### src/rtl/spectrum_pkg.sv
// Shared constants and enums for the spectrum RAM arbiter.
// Channel encodings, clear FSM states and slot kinds used by the top and the bench.
package spectrum_pkg;

    localparam int   BW_X = 9;
    localparam logic CH_R = 1'b0;
    localparam logic CH_L = 1'b1;

    typedef enum logic {
        ST_IDLE,
        ST_CLEAR
    } clr_state_t;

    typedef enum logic [1:0] {
        SLOT_NONE,
        SLOT_READ,
        SLOT_CLEAR,
        SLOT_WRITE
    } slot_t;

endpackage

### src/rtl/sync_fifo.sv
// Small synchronous FIFO with registered full/empty flags, zero-latency dout (head entry).
// Push while full and pop while empty are ignored; the caller tracks drops.
module sync_fifo #(
    parameter int width = 8,
    parameter int depth = 4
) (
    input  logic             Clock,
    input  logic             Reset,
    input  logic             push_i,
    input  logic             pop_i,
    input  logic [width-1:0] din_i,
    output logic             full_o,
    output logic             empty_o,
    output logic [width-1:0] dout_o
);
    localparam int AW = $clog2(depth);
    localparam int CW = AW + 1;

    logic [width-1:0] mem_q [depth];
    logic [AW-1:0]    wr_ptr_q, rd_ptr_q;
    logic [CW-1:0]    count_q, count_d;
    logic             full_q, empty_q;
    logic             do_push, do_pop;

    assign do_push = push_i & ~full_q;
    assign do_pop  = pop_i & ~empty_q;

    always_comb begin
        count_d = count_q;
        case ({do_push, do_pop})
            2'b10:   count_d = count_q + CW'(1);
            2'b01:   count_d = count_q - CW'(1);
            default: count_d = count_q;
        endcase
    end

    always_ff @(posedge Clock or posedge Reset) begin
        if (Reset) begin
            wr_ptr_q <= '0;
            rd_ptr_q <= '0;
            count_q  <= '0;
            full_q   <= 1'b0;
            empty_q  <= 1'b1;
        end else begin
            if (do_push) wr_ptr_q <= wr_ptr_q + AW'(1);
            if (do_pop)  rd_ptr_q <= rd_ptr_q + AW'(1);
            count_q <= count_d;
            // Flags are registered from next-state occupancy so they track this cycle's push/pop.
            full_q  <= (count_d == CW'(depth));
            empty_q <= (count_d == '0);
        end
    end

    always_ff @(posedge Clock) begin
        if (do_push) mem_q[wr_ptr_q] <= din_i;
    end

    assign full_o  = full_q;
    assign empty_o = empty_q;
    assign dout_o  = mem_q[rd_ptr_q];

endmodule

### src/rtl/spectrum_ram_arbiter.sv
// Single-port spectrum RAM arbiter: scanout reads win, then clear sweep, then buffered writes.
// RAM outputs registered (slot t -> RAM t+1), read data 3 cycles after RdReq; writes drop when FIFO full.
module spectrum_ram_arbiter
    import spectrum_pkg::*;
#(
    parameter int bw_x       = BW_X,
    parameter int bw_data    = 8,
    parameter int fifo_depth = 4
) (
    input  logic               Clock,
    input  logic               Reset,
    input  logic               WrReq,
    input  logic               WrCh,
    input  logic [bw_x-1:0]    WrX,
    input  logic [bw_data-1:0] WrData,
    output logic               WrFull,
    output logic               Overflow,
    input  logic               RdReq,
    input  logic               RdCh,
    input  logic [bw_x-1:0]    RdX,
    output logic [bw_data-1:0] RdData,
    output logic               RdValid,
    input  logic               ClearReq,
    output logic               ClearBusy,
    output logic               RamCE,
    output logic               RamWE,
    output logic [bw_x:0]      RamAddr,
    output logic [bw_data-1:0] RamWData,
    input  logic [bw_data-1:0] RamRData
);
    localparam int AW = bw_x + 1;
    localparam int EW = 1 + bw_x + bw_data;

    logic               fifo_push, fifo_pop, fifo_full, fifo_empty;
    logic [EW-1:0]      fifo_dout;

    clr_state_t         state_q, state_d;
    logic [AW-1:0]      clr_cnt_q, clr_cnt_d;
    slot_t              slot;

    logic               ram_ce_q, ram_ce_d;
    logic               ram_we_q, ram_we_d;
    logic [AW-1:0]      ram_addr_q, ram_addr_d;
    logic [bw_data-1:0] ram_wdata_q, ram_wdata_d;

    logic               overflow_q;
    logic [1:0]         rd_pipe_q;
    logic               rd_valid_q;
    logic [bw_data-1:0] rd_data_q;

    assign fifo_push = WrReq & ~fifo_full;

    sync_fifo #(
        .width (EW),
        .depth (fifo_depth)
    ) u_wr_fifo (
        .Clock   (Clock),
        .Reset   (Reset),
        .push_i  (fifo_push),
        .pop_i   (fifo_pop),
        .din_i   ({WrCh, WrX, WrData}),
        .full_o  (fifo_full),
        .empty_o (fifo_empty),
        .dout_o  (fifo_dout)
    );

    always_comb begin
        state_d     = state_q;
        clr_cnt_d   = clr_cnt_q;
        slot        = SLOT_NONE;
        fifo_pop    = 1'b0;
        ram_addr_d  = '0;
        ram_wdata_d = '0;

        if (RdReq) begin
            slot = SLOT_READ;
        end else if (state_q == ST_CLEAR) begin
            slot = SLOT_CLEAR;
        end else if (!fifo_empty) begin
            slot     = SLOT_WRITE;
            fifo_pop = 1'b1;
        end

        case (state_q)
            ST_IDLE: begin
                if (ClearReq) begin
                    state_d   = ST_CLEAR;
                    clr_cnt_d = '0;
                end
            end
            ST_CLEAR: begin
                if (slot == SLOT_CLEAR) begin
                    clr_cnt_d = clr_cnt_q + AW'(1);
                    if (clr_cnt_q == '1) state_d = ST_IDLE;
                end
            end
            default: state_d = ST_IDLE;
        endcase

        case (slot)
            SLOT_READ:  ram_addr_d = {RdCh, RdX};
            SLOT_CLEAR: ram_addr_d = clr_cnt_q;
            SLOT_WRITE: begin
                ram_addr_d  = fifo_dout[EW-1:bw_data];
                ram_wdata_d = fifo_dout[bw_data-1:0];
            end
            default: ram_addr_d = '0;
        endcase

        ram_ce_d = (slot != SLOT_NONE);
        ram_we_d = (slot == SLOT_CLEAR) || (slot == SLOT_WRITE);
    end

    always_ff @(posedge Clock or posedge Reset) begin
        if (Reset) begin
            state_q   <= ST_IDLE;
            clr_cnt_q <= '0;
        end else begin
            state_q   <= state_d;
            clr_cnt_q <= clr_cnt_d;
        end
    end

    always_ff @(posedge Clock or posedge Reset) begin
        if (Reset) begin
            ram_ce_q    <= 1'b0;
            ram_we_q    <= 1'b0;
            ram_addr_q  <= '0;
            ram_wdata_q <= '0;
            overflow_q  <= 1'b0;
            rd_pipe_q   <= '0;
            rd_valid_q  <= 1'b0;
            rd_data_q   <= '0;
        end else begin
            ram_ce_q    <= ram_ce_d;
            ram_we_q    <= ram_we_d;
            ram_addr_q  <= ram_addr_d;
            ram_wdata_q <= ram_wdata_d;
            // A push into a full FIFO is lost even if the head pops this cycle.
            if (WrReq && fifo_full) overflow_q <= 1'b1;
            rd_pipe_q   <= {rd_pipe_q[0], RdReq};
            rd_valid_q  <= rd_pipe_q[1];
            if (rd_pipe_q[1]) rd_data_q <= RamRData;
        end
    end

    assign WrFull    = fifo_full;
    assign Overflow  = overflow_q;
    assign ClearBusy = (state_q == ST_CLEAR);
    assign RamCE     = ram_ce_q;
    assign RamWE     = ram_we_q;
    assign RamAddr   = ram_addr_q;
    assign RamWData  = ram_wdata_q;
    assign RdValid   = rd_valid_q;
    assign RdData    = rd_data_q;

endmodule

### config.mk
export PLATFORM = sky130hd
export DESIGN_NAME = spectrum_ram_arbiter
export DESIGN_NICKNAME = d
export VERILOG_FILES = /design/src/rtl/spectrum_pkg.sv /design/src/rtl/sync_fifo.sv /design/src/rtl/spectrum_ram_arbiter.sv
export SDC_FILE = /design/constraint.sdc
export NUM_CORES = 1
export LEC_CHECK = 0
export CAP_MARGIN = 10
export CORE_UTILIZATION = 49
export DETAILED_ROUTE_END_ITERATION = 6
export PLACE_DENSITY = 0.75
export SYNTH_ARGS = -nofsm -noshare
export SYNTH_HDL_FRONTEND = slang
export SYNTH_SLANG_ARGS = --single-unit
export TNS_END_PERCENT = 10
### constraint.sdc
create_clock -name Clock -period 2.7 [get_ports Clock]
set_clock_uncertainty 0.15 [all_clocks]
set_input_delay 0.54 -clock Clock [delete_from_list [all_inputs] [get_ports Clock]]
set_output_delay 0.54 -clock Clock [all_outputs]
set_load 0.01 [all_outputs]
==> flow_metrics.py, run 1 <==
metrics = {
    "global_route": {
        "globalRouteOverflowTotal": 0,
        "antenna_found_initial": 0,
        "grt_pass1_vias": 2829,
        "grt_pass1_wl_microns": 14100,
        "grt_start_max_net_pins": 53,
        "track_usage_pct": 19.4,
    },
    "floorplanning": {
        "die_w_microns": 101,
        "rows": 35,
        "initial_core_util_pct": 51.1,
        "io_pins": 73,
        "die_y_microns": 101,
        "dieArea_sq_mm": 0.0101,
        "core_area_sq_mm": 0.00933,
    },
    "placement": {
        "place_area_sq_mm": 0.00571,
        "place.gp.congestion": 0.787,
        "dpl.cell_count": 472,
        "port-buffer-count": 72,
        "dpl.hpwl_microns": 5740,
        "place_ws_ps": -95.9,
    },
    "sta": {
        "setup_slack_ps": 404,
        "holdWs_ps": 199,
        "setup_violations": 0,
        "finalCritPeriodShare_pct": 85.0,
        "clock.fmax_mhz": 436,
        "worstMarginPinSlew_ps": 625,
        "post-route-min-period_ps": 2300,
        "slew_headroom_pct": 58.4,
        "fin_tns_setup_ps": 0,
        "rsz0062_at_grt": "false",
        "drv_slew": 0,
        "hold_violations": 0,
    },
    "synthesis": {
        "ys_seq_area_share_pct": 72.6,
        "syn_inst": 270,
        "synth_warnings": 0,
        "syn_area_sq_mm": 0.00477,
        "synthesis.nets": 318,
        "synth.distinct_cells": 39,
        "ys_ff_latch": 124,
        "syn_area_per_cell_sq_um": 17.7,
    },
    "critical_path": {
        "critical-path-max-stage-delay_ps": 600,
        "cp_cell_sequence": "clkdlybuf4s50_1",
        "cp_num_buf_inv": 1,
        "endpoint_kind": "output pin",
        "crit_type": "flip-flop to output pin",
        "required_ps": 2010,
        "worst_r2r_path_depth": 6,
        "arrival_ps": 1610,
        "r2r_end": "u_wr_fifo.count_q[2]",
        "crit_fanout": 9,
        "cp_top_family": "buffers and inverters",
        "critPathLaunchType": "flip-flop",
        "cpMaxStageDelayCell": "clkdlybuf4s50_1",
        "r2r-start": "u_wr_fifo.empty_o",
        "r2r_slack_ps": 560,
    },
    "clock_network": {
        "cts_buffers": 17,
        "clkSlewWorstSetupHoldPaths_ps": 60,
        "htreeDepth": 4,
        "clock-sinks": 124,
        "max-clock-path-buffers": 2,
        "cts_setup_buffers": 0,
        "cts_resized": 0,
        "cts_root_buf": "clkbuf_8",
        "hold_buffers": 0,
        "tritoncts": "built",
        "insertion_delay_ps": 510,
    },
    "final_layout": {
        "layoutNonFillerInstCount": 504,
        "fillers": 614,
        "drive_above_1_share_pct": 20.0,
        "design_area_sq_mm": 0.00636,
        "diodes": 0,
        "fin_nets": 410,
        "syn_to_final_growth_pct": 33.4,
    },
    "worst_hold_path": {
        "min_to": "rd_pipe_q[1]",
        "worst_hold_path_type": "flip-flop to flip-flop",
        "whs_path_depth": 0,
        "hp-start": "rd_pipe_q[0]",
    },
    "power_and_ir_drop": {
        "switching_power_w": 0.00144,
        "p_int_w": 0.00454,
        "seqPwrFrac_pct": 43.5,
        "swShare_pct": 24.1,
        "power_density_mw_per_mm2": 940,
        "leakage_nw": 2.47,
        "ir_drop_uv": 448,
        "pwr-share-clk_pct": 41.8,
        "combinationalPowerShare_pct": 14.7,
    },
    "status": {
        "outcome": "finished with violations",
        "failed_checks": "DRC",
    },
    "route": {
        "wire_per_inst_microns": 18.1,
        "drtPass1Iterations": 7,
        "ant_nets": 0,
        "wirelength_microns": 9120,
        "drtIter0Drc": 146,
        "routed_via_density": 5.39,
        "vias": 2715,
        "drc": 1,
    },
    "job": {
        "maxCapViolations": 0,
    },
}
## cells in the mapped netlist, drive strengths merged
cell    count  area (sq um)
nor3        3          15.0
xor2        2          17.5
clkinv      1          3.75
fa          1          20.0
mux2i       5          50.1
inv        15          56.3
nand2b      1          6.26
xnor2       5          43.8
and2       13          81.3
nand4b      1          8.76
a21oi       4          20.0
o21ba       1          10.0
nand3b      1          7.51
or2         1          6.26
dfstp       1          26.3
ha          6          75.1
and4        2          17.5
clkbuf      5          18.8
o21ai       4          20.0
mux4       18           405
or3         2          12.5
nor2        1          3.75
nor3b       1          7.51
buf         7          41.3
nand4       2          12.5
dfrtp      51          1280
o21a        1          7.51
o22ai       3          18.8
and4b       2          20.0
mux2        9           101
a222oi     10           100
nand2       9          33.8
a211oi      1          7.51
nand3       3          15.0
edfxtp     72          2160
a21o        1          7.51
nor2b       4          25.0
a31o        1          8.76
## cells by family (layout without fill, tap and decap cells)
kind of cell    after synthesis  count (layout)  share of synthesized area, %
fa+ha+maj                     7               7                          1.99
simple gates                 46              46                          5.72
mux                          32              32                          11.7
compound gates               26              26                          4.20
buf+inv                      28             133                          2.52
flops                       124             124                          72.6
xor+xnor                      7               7                          1.29
## how the worst max path moves through the flow
stage                    from                    to  cells past startpoint
global route        ClearBusy             ClearBusy                      1
floorplan               RdReq  u_wr_fifo.count_q[2]                      8
CTS                 ClearBusy             ClearBusy                      1
detailed placement      WrReq  u_wr_fifo.count_q[2]                      8
finish              ClearBusy             ClearBusy                      1
global placement        WrReq  u_wr_fifo.count_q[2]                      8
## area by class of cell
type	instances	area (sq um)	area share (%)
timing repair buffer	85	831	13.1
clock inverter	15	243	3.81
inverter	16	60.1	0.944
tap	129	161	2.54
sequential	124	3460	54.4
multi-input combinational	118	1190	18.7
clock buffer	17	414	6.51
## per-layer routing
metal	vias to the layer above	GRT usage, %	wire length, microns
li1	1219	-	-
met1	1364	24.1	3710
met2	118	31.1	4640
met3	14	5.48	625
met4	0	10.1	133
met5	-	0	0
## cells in the final DEF (no fill, tap or decap), types with 2 or more instances in the layout
| cell type | instances |
|---|---|
| nand3_1 | 3 |
| edfxtp_1 | 72 |
| mux2i_1 | 5 |
| clkbuf_16 | 16 |
| mux2_2 | 9 |
| xnor2_1 | 5 |
| a222oi_1 | 10 |
| clkinv_1 | 4 |
| nor3_1 | 2 |
| clkdlybuf4s50_1 | 72 |
| clkinv_4 | 2 |
| mux4_2 | 18 |
| nor2b_1 | 4 |
| nand4_1 | 2 |
| buf_4 | 12 |
| dfrtp_1 | 51 |
| and4b_1 | 2 |
| inv_6 | 3 |
| or3_1 | 2 |
| bufinv_16 | 6 |
| and4_1 | 2 |
| inv_1 | 14 |
| and2_1 | 13 |
| nand2_1 | 9 |
| a21oi_1 | 4 |
| o22ai_1 | 3 |
| xor2_1 | 2 |
| ha_1 | 6 |
| o21ai_0 | 4 |
## stage by stage
step | power (W) | util, %
after floorplan | 0.00311 | -
after global placement | 0.00346 | 61.2
after detailed placement | 0.00352 | 61.2
after CTS | 0.00604 | 68.2
after global routing | 0.00621 | 68.2
final | 0.00598 | 68.2
## power groups by stage
stage | combinational, W | clock, W | sequential (W)
after global placement | 0.000848 | 0 | 0.00261
final | 0.000881 | 0.00250 | 0.00260
after floorplan | 0.000524 | 0 | 0.00259
after CTS | 0.000894 | 0.00254 | 0.00260
after global routing | 0.000960 | 0.00261 | 0.00264
after detailed placement | 0.000886 | 0 | 0.00263
## state kept, by name (all words and copies together), names as in the netlist
name,count
u_wr_fifo.wr_ptr_q,2
RamWE,1
rd_pipe_q,2
u_wr_fifo.mem_q,72
ClearBusy,1
u_wr_fifo.rd_ptr_q,2
clr_cnt_q,10
RamCE,1
RamAddr,10
u_wr_fifo.empty_o,1
u_wr_fifo.full_o,1
RdData,8
RamWData,8
u_wr_fifo.count_q,3
RdValid,1
Overflow,1
No activity file was read; power rests on OpenSTA's default activity.
==> run 2: changes to the inputs <==
--- a/config.mk
+++ b/config.mk
@@ -5,7 +5,7 @@
 export SDC_FILE = /design/constraint.sdc
 export NUM_CORES = 1
 export LEC_CHECK = 0
-export CAP_MARGIN = 10
+export CAP_MARGIN = 20
 export CORE_UTILIZATION = 49
 export DETAILED_ROUTE_END_ITERATION = 6
 export PLACE_DENSITY = 0.75
==> results of run 2 <==
No change in the layout: final DEF, timing and power equal those of run 1.
